### src/rtl/ioctl_rom_loader_if.sv
// ioctl download bus between the HPS ioctl stream and the ROM loader.
//   ioctl_*  : download stream from hps_io (download flag, byte strobe,
//              index, byte address, byte data)
//   dn_*     : registered ROM write port toward the game core ROM
// master : the side driving the ioctl stream and receiving ROM writes
// slave  : the loader
interface ioctl_rom_loader_if;
  logic        ioctl_download;
  logic        ioctl_wr;
  logic [7:0]  ioctl_index;
  logic [24:0] ioctl_addr;
  logic [7:0]  ioctl_dout;
  logic [15:0] dn_addr;
  logic [7:0]  dn_data;
  logic        dn_wr;

  modport master (
    output ioctl_download, ioctl_wr, ioctl_index, ioctl_addr, ioctl_dout,
    input  dn_addr, dn_data, dn_wr
  );

  modport slave (
    input  ioctl_download, ioctl_wr, ioctl_index, ioctl_addr, ioctl_dout,
    output dn_addr, dn_data, dn_wr
  );
endinterface

### src/rtl/ioctl_rom_loader.sv
// Download sequencer between hps_io and the Poly-Play core.
// Qualifies ROM bytes into a registered write port, latches the title number,
// holds the game CPU in reset during a ROM download and for HOLD_CYCLES after
// it, and keeps a checksum / byte count of the current ROM load.
// Ports:
//   clk_sys     system clock, rising edge
//   reset       synchronous, active-high
//   bus         ioctl stream in, dn_addr/dn_data/dn_wr ROM write port out
//   tno         latched title number
//   cpu_hold    high while the game core must stay in reset
//   rom_ready   high once a ROM load and its hold window have completed
//   overflow    sticky: a ROM byte beyond MAX_BYTES arrived in this load
//   checksum    mod-2^16 sum of accepted ROM bytes in this load
//   byte_count  number of accepted ROM bytes in this load
//
// state | meaning
// IDLE  | no ROM loaded since reset
// LOAD  | ROM download in progress
// HOLD  | download finished, settling window counting down
// READY | ROM loaded, game core released
module ioctl_rom_loader #(
  parameter logic [7:0]  ROM_INDEX   = 8'd0,
  parameter logic [7:0]  TNO_INDEX   = 8'd1,
  parameter logic [16:0] MAX_BYTES   = 17'd65536,
  parameter logic [15:0] HOLD_CYCLES = 16'd1024
) (
  input  logic                     clk_sys,
  input  logic                     reset,
  ioctl_rom_loader_if.slave        bus,
  output logic [7:0]               tno,
  output logic                     cpu_hold,
  output logic                     rom_ready,
  output logic                     overflow,
  output logic [15:0]              checksum,
  output logic [16:0]              byte_count
);

  typedef enum logic [1:0] {IDLE, LOAD, HOLD, READY} state_t;

  state_t      state, state_nxt;
  logic [15:0] hold_cnt, hold_cnt_nxt;
  logic        dl_q;
  logic        start, fall, rom_wr, in_range, acc, drop;

  assign start    = bus.ioctl_download & ~dl_q & (bus.ioctl_index == ROM_INDEX);
  assign fall     = ~bus.ioctl_download & dl_q;
  // Only bytes belonging to a load we saw start are taken; after a reset in
  // the middle of a download the rest of that stream is ignored.
  assign rom_wr   = bus.ioctl_download & bus.ioctl_wr & (bus.ioctl_index == ROM_INDEX)
                    & ((state == LOAD) | start);
  assign in_range = bus.ioctl_addr < {8'd0, MAX_BYTES};
  assign acc      = rom_wr & in_range;
  assign drop     = rom_wr & ~in_range;

  // Tracks the download flag through reset as well, so a download still
  // running when reset releases is not mistaken for a fresh start.
  always_ff @(posedge clk_sys) begin
    dl_q <= bus.ioctl_download;
  end

  always_ff @(posedge clk_sys) begin
    if (reset) begin
      state    <= IDLE;
      hold_cnt <= '0;
    end else begin
      state    <= state_nxt;
      hold_cnt <= hold_cnt_nxt;
    end
  end

  always_comb begin
    state_nxt    = state;
    hold_cnt_nxt = hold_cnt;
    case (state)
      IDLE, READY: begin
        if (start) state_nxt = LOAD;
      end
      LOAD: begin
        if (fall) begin
          state_nxt    = HOLD;
          hold_cnt_nxt = HOLD_CYCLES - 16'd1;
        end
      end
      HOLD: begin
        if (start) begin
          state_nxt = LOAD;
        end else if (hold_cnt == 16'd0) begin
          state_nxt = READY;
        end else begin
          hold_cnt_nxt = hold_cnt - 16'd1;
        end
      end
      default: state_nxt = IDLE;
    endcase
  end

  assign cpu_hold  = (state != READY);
  assign rom_ready = (state == READY);

  always_ff @(posedge clk_sys) begin
    if (reset) begin
      bus.dn_addr <= '0;
      bus.dn_data <= '0;
      bus.dn_wr   <= 1'b0;
      tno         <= '0;
      overflow    <= 1'b0;
      checksum    <= '0;
      byte_count  <= '0;
    end else begin
      bus.dn_wr <= acc;
      if (acc) begin
        bus.dn_addr <= bus.ioctl_addr[15:0];
        bus.dn_data <= bus.ioctl_dout;
      end
      if (bus.ioctl_wr && (bus.ioctl_index == TNO_INDEX)) begin
        tno <= bus.ioctl_dout;
      end
      // A start clears the load status; a byte in the same cycle still counts.
      if (start) begin
        checksum   <= acc ? {8'd0, bus.ioctl_dout} : 16'd0;
        byte_count <= acc ? 17'd1 : 17'd0;
        overflow   <= drop;
      end else begin
        if (acc) begin
          checksum <= checksum + {8'd0, bus.ioctl_dout};
          if (byte_count != 17'h1FFFF) byte_count <= byte_count + 17'd1;
        end
        if (drop) overflow <= 1'b1;
      end
    end
  end

endmodule

### src/flat_wrapper.sv
// flat-port wrapper written by rule: the top's interface ports become plain ports
module ioctl_rom_loader_flat 
#(
  parameter logic [7:0]  ROM_INDEX   = 8'd0,
  parameter logic [7:0]  TNO_INDEX   = 8'd1,
  parameter logic [16:0] MAX_BYTES   = 17'd65536,
  parameter logic [15:0] HOLD_CYCLES = 16'd1024
)
  (clk_sys, reset, tno, cpu_hold, rom_ready, overflow, checksum, byte_count, bus_ioctl_download, bus_ioctl_wr, bus_ioctl_index, bus_ioctl_addr, bus_ioctl_dout, bus_dn_addr, bus_dn_data, bus_dn_wr);
  ioctl_rom_loader_if bus_i ();
  input  logic clk_sys;
  input  logic reset;
  output logic [7:0] tno;
  output logic cpu_hold;
  output logic rom_ready;
  output logic overflow;
  output logic [15:0] checksum;
  output logic [16:0] byte_count;
  input wire logic [$bits(bus_i.ioctl_download)-1:0] bus_ioctl_download;
  input wire logic [$bits(bus_i.ioctl_wr)-1:0] bus_ioctl_wr;
  input wire logic [$bits(bus_i.ioctl_index)-1:0] bus_ioctl_index;
  input wire logic [$bits(bus_i.ioctl_addr)-1:0] bus_ioctl_addr;
  input wire logic [$bits(bus_i.ioctl_dout)-1:0] bus_ioctl_dout;
  output wire logic [$bits(bus_i.dn_addr)-1:0] bus_dn_addr;
  output wire logic [$bits(bus_i.dn_data)-1:0] bus_dn_data;
  output wire logic [$bits(bus_i.dn_wr)-1:0] bus_dn_wr;
  assign bus_i.ioctl_download = bus_ioctl_download;
  assign bus_i.ioctl_wr = bus_ioctl_wr;
  assign bus_i.ioctl_index = bus_ioctl_index;
  assign bus_i.ioctl_addr = bus_ioctl_addr;
  assign bus_i.ioctl_dout = bus_ioctl_dout;
  assign bus_dn_addr = bus_i.dn_addr;
  assign bus_dn_data = bus_i.dn_data;
  assign bus_dn_wr = bus_i.dn_wr;
  ioctl_rom_loader #(.ROM_INDEX(ROM_INDEX), .TNO_INDEX(TNO_INDEX), .MAX_BYTES(MAX_BYTES), .HOLD_CYCLES(HOLD_CYCLES)) u_core (.clk_sys(clk_sys), .reset(reset), .bus(bus_i), .tno(tno), .cpu_hold(cpu_hold), .rom_ready(rom_ready), .overflow(overflow), .checksum(checksum), .byte_count(byte_count));
endmodule
### config.mk
export PLATFORM = sky130hd
export DESIGN_NAME = ioctl_rom_loader_flat
export DESIGN_NICKNAME = d
export VERILOG_FILES = /design/src/rtl/ioctl_rom_loader_if.sv /design/src/rtl/ioctl_rom_loader.sv /design/src/flat_wrapper.sv
export SDC_FILE = /design/constraint.sdc
export NUM_CORES = 1
export LEC_CHECK = 0
export CAP_MARGIN = 30
export CELL_PAD_IN_SITES_DETAIL_PLACEMENT = 0
export CELL_PAD_IN_SITES_GLOBAL_PLACEMENT = 1
export CORE_ASPECT_RATIO = 0.5
export CORE_MARGIN = 4
export CORE_UTILIZATION = 32
export DETAILED_ROUTE_END_ITERATION = 7
export HOLD_SLACK_MARGIN = 0.08
export PLACE_DENSITY_LB_ADDON = 0.1
export SLEW_MARGIN = 5
export SYNTH_ARGS = -nofsm -noshare
export SYNTH_HDL_FRONTEND = slang
export SYNTH_SLANG_ARGS = --single-unit
### constraint.sdc
create_clock -name clk_sys -period 2.6 [get_ports clk_sys]
set_input_delay 0.26 -clock clk_sys [delete_from_list [all_inputs] [get_ports clk_sys]]
set_output_delay 0.26 -clock clk_sys [all_outputs]
set_load 0.01 [all_outputs]
; Yosys cells after proc, flatten, opt, wreduce, memory -nomap -nowiden
; Cells that the tools add are included.
[totals]
ff_bits = 86
latch_bits = 0
mem_bits_rw = 0
mem_bits_ro = 0
input_bits = 45
output_inout_bits = 69
wordCells = 67
mem_count = 0
[classes]
addsub = 3
n_mul = 0
div_mod_pow = 0
magnitude_cmp = 1
eq_ne = 11
n_shift = 0
n_mux = 18
bitwise_logic = 12
reduce_logical = 12
[op_table]
columns = operator, count
row1 = $mux W16, 5
row2 = $mux W17, 3
row3 = $pmux W16 S2, 1
row4 = $lt A25 B17 Y1 const B, 1
row5 = $add A17 B1 Y17 const B, 1
row6 = $ne A17 B17 Y1 const B, 1
row7 = $add A16 B8 Y16, 1
row8 = $logic_not A16 Y1, 1
row9 = $sub A16 B1 Y16 const B, 1
row10 = $and A1 B1 Y1, 8
row11 = $eq A8 B1 Y1 const B, 1
row12 = $logic_not A8 Y1, 1
row13 = $mux W2, 4
row14 = $mux W8, 1
row15 = $reduce_bool A2 Y1, 4
row16 = $ne A2 B2 Y1 const B, 3
row17 = $pmux W2 S3, 1
row18 = $eq A2 B2 Y1 const B, 2
row19 = $ne A2 B1 Y1 const B, 2
row20 = $reduce_and A4 Y1, 1
row21 = $mux W1, 3
row22 = $ne A3 B1 Y1 const B, 1
row23 = $not A1 Y1, 3
row24 = $reduce_and A3 Y1, 1
row25 = other kinds (6), 6

; Depth between registers and ports, before layout
; Gate-level depths: netlist (run 1).
[depth]
depth_word = 8
depth_mapped = 12
depth_no_buf = 11

; Worst setup path after synthesis (run 1)
; OpenSTA, ideal clock, no wires.
[synth_timing]
kind = reg-to-reg
from = reg u_core.byte_count[0]
to = reg u_core.byte_count[5]
setup_time_ns = 0.071
t_arrival_ns = 2.427
required_time_ns = 2.529
path_slack_ns = 0.102
stages_incl_launch_ff = 12
path_buffers = 2
synth_period_minus_slack_ns = 2.498
cell_sequence = dfxtp_1 -> ha_1 -> nand3_1 -> nor2_1 -> nand2_1 -> nor2_1 -> ha_1 -> clkbuf_1 -> or4_4 -> buf_2 -> or3_1 -> a21oi_1
[synth_via]
elab_chain_cells = 4
elab_cells_between_ends = 7
cone_classes = add/sub (1) / eq/ne (1) / mux (3) / reduce/logical (2)
[synth_rtl]
columns = element, line
row1 = "start, declared", ioctl_rom_loader.sv:35  ; output logic [16:0] byte_count
row2 = "start signal, assigned", ioctl_rom_loader.sv:121  ; byte_count <= acc ? 17'd1 : 17'd0;
row3 = "start signal, assigned", ioctl_rom_loader.sv:126  ; if (byte_count != 17'h1FFFF) byte_count <= byte_count + 17'd1;
row4 = $add A17 B1 Y17, ioctl_rom_loader.sv:126
row5 = $mux W17, ioctl_rom_loader.sv:126
row6 = $mux W17, ioctl_rom_loader.sv:124  ; if (acc) begin
row7 = $mux W17, ioctl_rom_loader.sv:119  ; if (start) begin
; Several ways; a longest one is shown, not always the timed one. The select of a mux whose other input is x is not followed.
; A chain may end at the register's enable or synchronous reset.

; Final worst setup path (run 1)
[layout_timing]
from = reg u_core.byte_count[8]
to = reg u_core.byte_count[13]
; The elaborated chain is that of the path after synthesis.

==> qor.csv, run 1 <==
stage,metric,value,unit
worst_setup_path,CP required,2.87,ns
clock_tree,register clock-pin slew on the reported worst setup and hold paths,0.07,ns
global_routing,global-route wire length before repair,21000,um
synthesis,sequential fraction of the synthesis area,0.400,
route,Iter 0 DRT Violations,216,
synthesis,async set or reset register ratio after synthesis,0,
placement,post-detailed-placement half-perimeter wirelength,9250,um
worst_setup_path,critical path type,reg2reg,
route,final routed DRC violation total,0,
synthesis,Netlist cell types,62,
synthesis,post-synth top area share,0.400,
power_and_ir_drop,Tot Pwr,4.19,mW
placement,DP Cell Count,816,
clock_tree,# hold bufs at CTS,0,
synthesis,"area leader, netlist",dfxtp_1,
die,Initial Util,0.333,
clock_tree,CTS Sinks,86,
synthesis,Mapped Cells,521,
global_routing,gr ovfl total,0,
synthesis,top post-synthesis cells by area,"dfxtp_1, nand2_1, a21oi_1",
clock_tree,CTS buffer count,9,
placement,port buffer count,113,
die,I/O pin total,114,
synthesis,number of flops mapped to enable cells by yosys,0,
synthesis,Syn Area/Cell,8.26,um2
clock_tree,Setup Buffers After CTS,0,
die,die area,15500,um2
synthesis,synth warn,0,
global_routing,Total GRT Usage,0.164,
power_and_ir_drop,pwr/cell area,682,nW/um2
worst_setup_path,CP Data Arrival Time,2.67,ns
die,Die W,172,um
timing,relative slew slack,0.637,
worst_setup_path,critical path endpoint category,flip-flop,
placement,RD Place Congestion,0.776,
timing,Max Freq,0.417,GHz
timing,Min Hold Slack,0.366,ns
timing,fin. max-slew vios,0,
worst_setup_path,worst path cell trace,"nand4_1, nor3_1, nand2_1, nor2_1, ha_1, or4_4, or4_1, a21oi_1",
synthesis,Post-Syn Nets,582,
min_path,Worst Hold Class,in2reg,
synthesis,main flop type after synthesis,dfxtp_1,
final_layout,number of fill cells,1254,
timing,Worst Tran Pin Value,0.540,ns
route,Pre-antenna DRT Iters,4,
timing,total negative slack,0,ns
die,Core ar.,12900,um2
route,final wirelength,12700,um
run,max-capacitance violation count,0,
final_layout,layout cell share with drive strength beyond 1,0.118,
global_routing,initial antenna violation count,1,
final_layout,Sequential Area,1720,um2
synthesis,synthesized area,4300,um2
global_routing,pin count of the biggest net entering global routing,38,
worst_setup_path,cell family with most CP delay,simple AND/OR/NAND/NOR gates,
clock_tree,# H-tree levels,3,
timing,RSZ-0062 raised after global routing,false,
final_layout,Final Instance Count excl. Fillers,832,
timing,Fin Clk Skew,0.00755,ns
final_layout,Multi-input gate area,2420,um2
route,vias,4281,
power_and_ir_drop,peak supply drop,0.000346,V
route,drt via density,5.15,
synthesis,Commonest cells post-synth,"dfxtp_1, nand2_1, a21oi_1",
clock_tree,worst skew pair latency,0.34,ns
power_and_ir_drop,LEAKAGE,2.19,nW
final_layout,# diodes,0,
global_routing,via count of the first global-routing pass,4062,
worst_setup_path,WP buf/inv,0,
clock_tree,CTS Root Cell,clkbuf_16,
clock_tree,Max Root-Sink Buffers,2,
timing,setup violators final,0,
worst_setup_path,"Largest stage delay, worst path",0.63,ns
clock_tree,post-CTS resize count,0,
timing,Hold Fails Final Rpt,0,
worst_setup_path,CP Max Fanout,14,
timing,Final period util,0.921,
final_layout,Final Util,0.475,
die,FP Rows,29,
die,die height,90.0,um
clock_tree,CTS tree,yes,
route,Final ANT Viol Nets,0,
route,wire length per cell,15.2,um
timing,min cycle time layout,2.40,ns
worst_setup_path,critical path launch point type,flip-flop,
synthesis,#FFs+latches synth,86,
final_layout,Post-layout nets,718,
outcome,status,"complete, no violations",
worst_setup_path,critical path's slowest cell,or4_4,
final_layout,Layout area overhead,42.6,%
[layout make-up]
| type | count | share of cell area |
|---|---|---|
| multi-input combinational | 395 | 0.395 |
| sequential | 86 | 0.281 |
| timing repair buffer | 151 | 0.232 |
| clock buffer | 9 | 0.0367 |
| tap | 170 | 0.0347 |
| clock inverter | 7 | 0.0122 |
| inverter | 14 | 0.00856 |
[where the power goes]
part           switching (mW)  internal, mW  leakage (nW)
Combinational           0.741         0.594          1.35
Clock                   0.627         0.684         0.145
Sequential              0.105          1.43         0.694
[kinds of logic after synthesis]
logic type,count (synthesis),share of synthesized area
AO/OA/AOI/OAI,118,0.172
XOR/XNOR,10,0.0204
adder cells (fa/ha/maj),16,0.0483
buffers and inverters,40,0.0375
flip-flops,86,0.400
multiplexers,11,0.0262
AND/OR/NAND/NOR,240,0.295
[cell usage in the layout (no fill, tap or decap), types with 2 or more instances in the layout]
cell             count
nor4_1              14
o31ai_1             10
nor2b_1              2
inv_6                2
or4_1                8
or4_4                2
or3_1                9
nand3_1             23
a311oi_1             2
inv_8                3
xor2_1               4
nand4b_1             9
a31oi_1              7
and4_1               2
ha_1                15
o21ai_0             15
nand4_1             13
nor3_1               9
o211ai_1             3
mux2i_1              9
mux2_2               2
a21boi_0             4
buf_4               37
nand2_1             86
nand2b_1             9
or2_2                3
or4_2                3
a21o_1               2
dfxtp_1             86
clkdlybuf4s50_1    112
a21oi_1             49
clkbuf_16            9
xnor2_1              6
inv_1               14
a211oi_1             7
a31o_2               4
nor2_1              27
and3_1              11
[final timing paths]
kind         slack [ns]                               start  cells after the start                            endpoint
max                0.20   u_core.byte_count[8]$_SDFFE_PP0P_                      8  u_core.byte_count[13]$_SDFFE_PP0P_
min                0.37                               reset                      2        u_core.overflow$_SDFFE_PP0P_
max reg2reg        0.20   u_core.byte_count[8]$_SDFFE_PP0P_                      8  u_core.byte_count[13]$_SDFFE_PP0P_
min reg2reg        0.46  u_core.bus.dn_data[6]$_SDFFE_PP0N_                      2  u_core.bus.dn_data[6]$_SDFFE_PP0N_
[stage by stage]
| step | worst slack, ns | area, um2 |
|---|---|---|
| detailed placement | 0.115 | 5840 |
| CTS | 0.190 | 6140 |
| finish | 0.204 | 6140 |
| global route | 0.0512 | 6140 |
| global placement | 0.142 | 5840 |
| floorplan | 0.102 | 4300 |
[routing by layer]
| layer | vias to the layer above | track usage | wire [um] |
|---|---|---|---|
| li1 | 2176 | - | - |
| met1 | 1993 | 0.223 | 6190 |
| met2 | 99 | 0.257 | 5620 |
| met3 | 11 | 0.0552 | 756 |
| met4 | 2 | 0.0288 | 100 |
| met5 | - | 0 | 13 |
[state kept, by name, summed over array words and instances, names as in the netlist]
| register | flops |
|---|---|
| u_core.dl_q | 1 |
| u_core.byte_count | 17 |
| u_core.bus.dn_data | 8 |
| u_core.bus.dn_addr | 16 |
| u_core.checksum | 16 |
| u_core.hold_cnt | 16 |
| u_core.overflow | 1 |
| u_core.state | 2 |
| u_core.tno | 8 |
| u_core.bus.dn_wr | 1 |
[worst register-to-register path, delay by kind of cell, from the launching register on]
kind,cells,cell delay (ns)
simple gates,6,1.61
flops,1,0.35
fa+ha+maj,1,0.23
compound gates,1,0.15
Power figures use the tool's default switching activity.
==> inputs of run 2 (changes only) <==
CORE_MARGIN = 10   (was 4)
==> qor.csv, run 2 (synthesis gave the netlist of run 1 again) <==
stage,metric,value,unit,change
clock_tree,register clock-pin slew on the reported worst setup and hold paths,0.07,ns,about the same
worst_setup_path,critical path type,reg2reg,,
clock_tree,CTS Root Cell,clkbuf_16,,
timing,Fin Clk Skew,0.0115,ns,+0.00394 ns
power_and_ir_drop,Int Power,2.75,mW,+1.4%
die,Initial Util,0.333,,unchanged
route,drt via density,5.12,,-0.40%
global_routing,gr ovfl total,0,,unchanged
power_and_ir_drop,Comb pwr share,0.326,,+0.007
timing,setup violators final,0,,unchanged
worst_setup_path,critical path launch point type,flip-flop,,
die,die height,102,um,+13%
final_layout,# diodes,0,,unchanged
final_layout,max reg flops,17,,unchanged
timing,Min Hold Slack,0.290,ns,-0.0758 ns
global_routing,Total GRT Usage,0.142,,-0.0218
clock_tree,Setup Buffers After CTS,0,,unchanged
final_layout,layout cell share with drive strength beyond 1,0.120,,+0.00266
run,max-capacitance violation count,0,,unchanged
route,Iter 0 DRT Violations,255,,+18%
global_routing,global-route wire length before repair,21600,um,+3.1%
final_layout,Final Util,0.476,,+0.000968
timing,Worst Tran Pin Value,0.855,ns,+0.315 ns
timing,Max Freq,0.410,GHz,-1.7%
die,Core ar.,12900,um2,unchanged
clock_tree,CTS buffer count,9,,unchanged
route,final routed DRC violation total,0,,unchanged
worst_setup_path,CP Data Arrival Time,2.71,ns,+0.04 ns
clock_tree,CTS Sinks,86,,unchanged
worst_setup_path,CP required,2.88,ns,about the same
die,die area,18800,um2,+21%
route,final wirelength,13600,um,+7.0%
worst_setup_path,critical path's slowest cell,or4_4,,
power_and_ir_drop,peak supply drop,0.000561,V,+62%
power_and_ir_drop,sequential share of power,0.362,,-0.006
final_layout,highest-count cells in the layout ignoring fill and taps,"clkdlybuf4s50_1, nand2_1, dfxtp_1",,
placement,post-detailed-placement half-perimeter wirelength,9950,um,+7.7%
clock_tree,post-CTS resize count,0,,unchanged
placement,Placement Setup Slack,0.0120,ns,-0.103 ns
route,vias,4274,,-0.16%
power_and_ir_drop,pwr/cell area,690,nW/um2,+1.2%
global_routing,initial antenna violation count,0,,-1
clock_tree,CTS tree,yes,,
power_and_ir_drop,Tot Pwr,4.24,mW,+1.4%
clock_tree,Max Root-Sink Buffers,2,,unchanged
timing,total negative slack,0,ns,unchanged
route,Pre-antenna DRT Iters,6,,+2
placement,RD Place Congestion,0.754,,-2.8%
timing,setup ws final,0.164,ns,-0.0406 ns
die,FP Rows,29,,unchanged
final_layout,Layout area overhead,42.9,%,
power_and_ir_drop,LEAKAGE,2.19,nW,+0.24%
timing,min cycle time layout,2.44,ns,+0.0406 ns
final_layout,"commonest non-fill, non-tap cell in the layout",clkdlybuf4s50_1,,
worst_setup_path,"Largest stage delay, worst path",0.61,ns,-0.02 ns
die,I/O pin total,114,,unchanged
route,Final ANT Viol Nets,0,,unchanged
placement,port buffer count,113,,unchanged
final_layout,largest register by flop count,u_core.byte_count,,
final_layout,Post-layout nets,720,,+0.28%
power_and_ir_drop,Net Sw Power,1.49,mW,+1.4%
outcome,status,"complete, no violations",,
timing,fin. max-slew vios,0,,unchanged
timing,Hold Fails Final Rpt,0,,unchanged
global_routing,pin count of the biggest net entering global routing,40,,+5.3%
timing,RSZ-0062 raised after global routing,false,,
power_and_ir_drop,Clock power frac,0.312,,about the same
worst_setup_path,cell family with most CP delay,simple AND/OR/NAND/NOR gates,,
worst_setup_path,WP buf/inv,0,,unchanged
global_routing,via count of the first global-routing pass,4044,,-0.44%
die,Die W,184,um,+7.0%
worst_setup_path,critical path endpoint category,flip-flop,,
clock_tree,worst skew pair latency,0.35,ns,about the same
min_path,Worst Hold Class,in2reg,,
worst_setup_path,CP Max Fanout,14,,unchanged
clock_tree,# H-tree levels,3,,unchanged
timing,Final period util,0.937,,+0.0156
route,wire length per cell,16.3,um,+6.7%
power_and_ir_drop,Switching Fraction,0.352,,about the same
worst_setup_path,worst path cell trace,"ha_1, nand3_1, nor2_1, nand2_1, nor2_1, ha_1, or4_4, or4_1, a21oi_1",,
timing,relative slew slack,0.425,,-0.212
run 2: changes by cell type in the layout (fill, tap and decap cells not counted):
cell,change
inv_8,-1
buf_4,+2
inv_6,+1
run 2: worst reg2reg max path, cell delays in order (launching register included):
cell and delay (ns):
dfxtp_1 0.32, ha_1 0.22, nand3_1 0.11, nor2_1 0.07
nand2_1 0.06, nor2_1 0.04, ha_1 0.30, or4_4 0.61
or4_1 0.49, a21oi_1 0.15
run 2: power groups by stage:
stage          registers (mW)  clock network (mW)  logic (mW)
4_1_cts                  1.53                1.36        1.39
3_5_place_dp             1.56                   0        1.38
2_1_floorplan            1.54                   0       0.968
5_1_grt                  1.55                1.41        1.55
3_3_place_gp             1.56                   0        1.37
6_report                 1.54                1.32        1.38
run 2: stage by stage:
step,area (um2),cells
after global routing,6150,834
after CTS,6150,834
final,6150,834
after floorplan,4300,521
after global placement,5850,818
after detailed placement,5850,818
run 2: layer usage:
layer | share of wire | vias to the layer above | global-route usage
met5 | 0 | - | 0
met4 | 0.0063 | 0 | 0.0300
met3 | 0.074 | 7 | 0.0513
met2 | 0.44 | 83 | 0.225
met1 | 0.49 | 1993 | 0.183
li1 | - | 2191 | -
run 2: final cells by class:
type	instances	area, um2
fill	1282	6770
tap	170	213
inverter	14	52.6
multi-input combinational	395	2420
clock buffer	9	225
timing repair buffer	153	1440
clock inverter	7	72.6
sequential	86	1720
run 2: final timing paths:
| kind | depth (start not counted) | startpoint | endpoint | slack [ns] |
|---|---|---|---|---|
| worst min register to register | 2 | u_core.bus.dn_addr[3]$_SDFFE_PP0N_ | u_core.bus.dn_addr[3]$_SDFFE_PP0N_ | 0.46 |
| worst max register to register | 9 | u_core.byte_count[0]$_SDFFE_PP0P_ | u_core.byte_count[15]$_SDFFE_PP0P_ | 0.16 |
| worst max-delay path | 9 | u_core.byte_count[0]$_SDFFE_PP0P_ | u_core.byte_count[15]$_SDFFE_PP0P_ | 0.16 |
| worst min-delay path | 2 | reset | u_core.overflow$_SDFFE_PP0P_ | 0.29 |
run 2: repair_timing:
item | in CTS | in global routing
hold buffers | 0 | 0
endpoints found under the hold margin | 0 | 0
endpoints found under the setup margin | 0 | 3
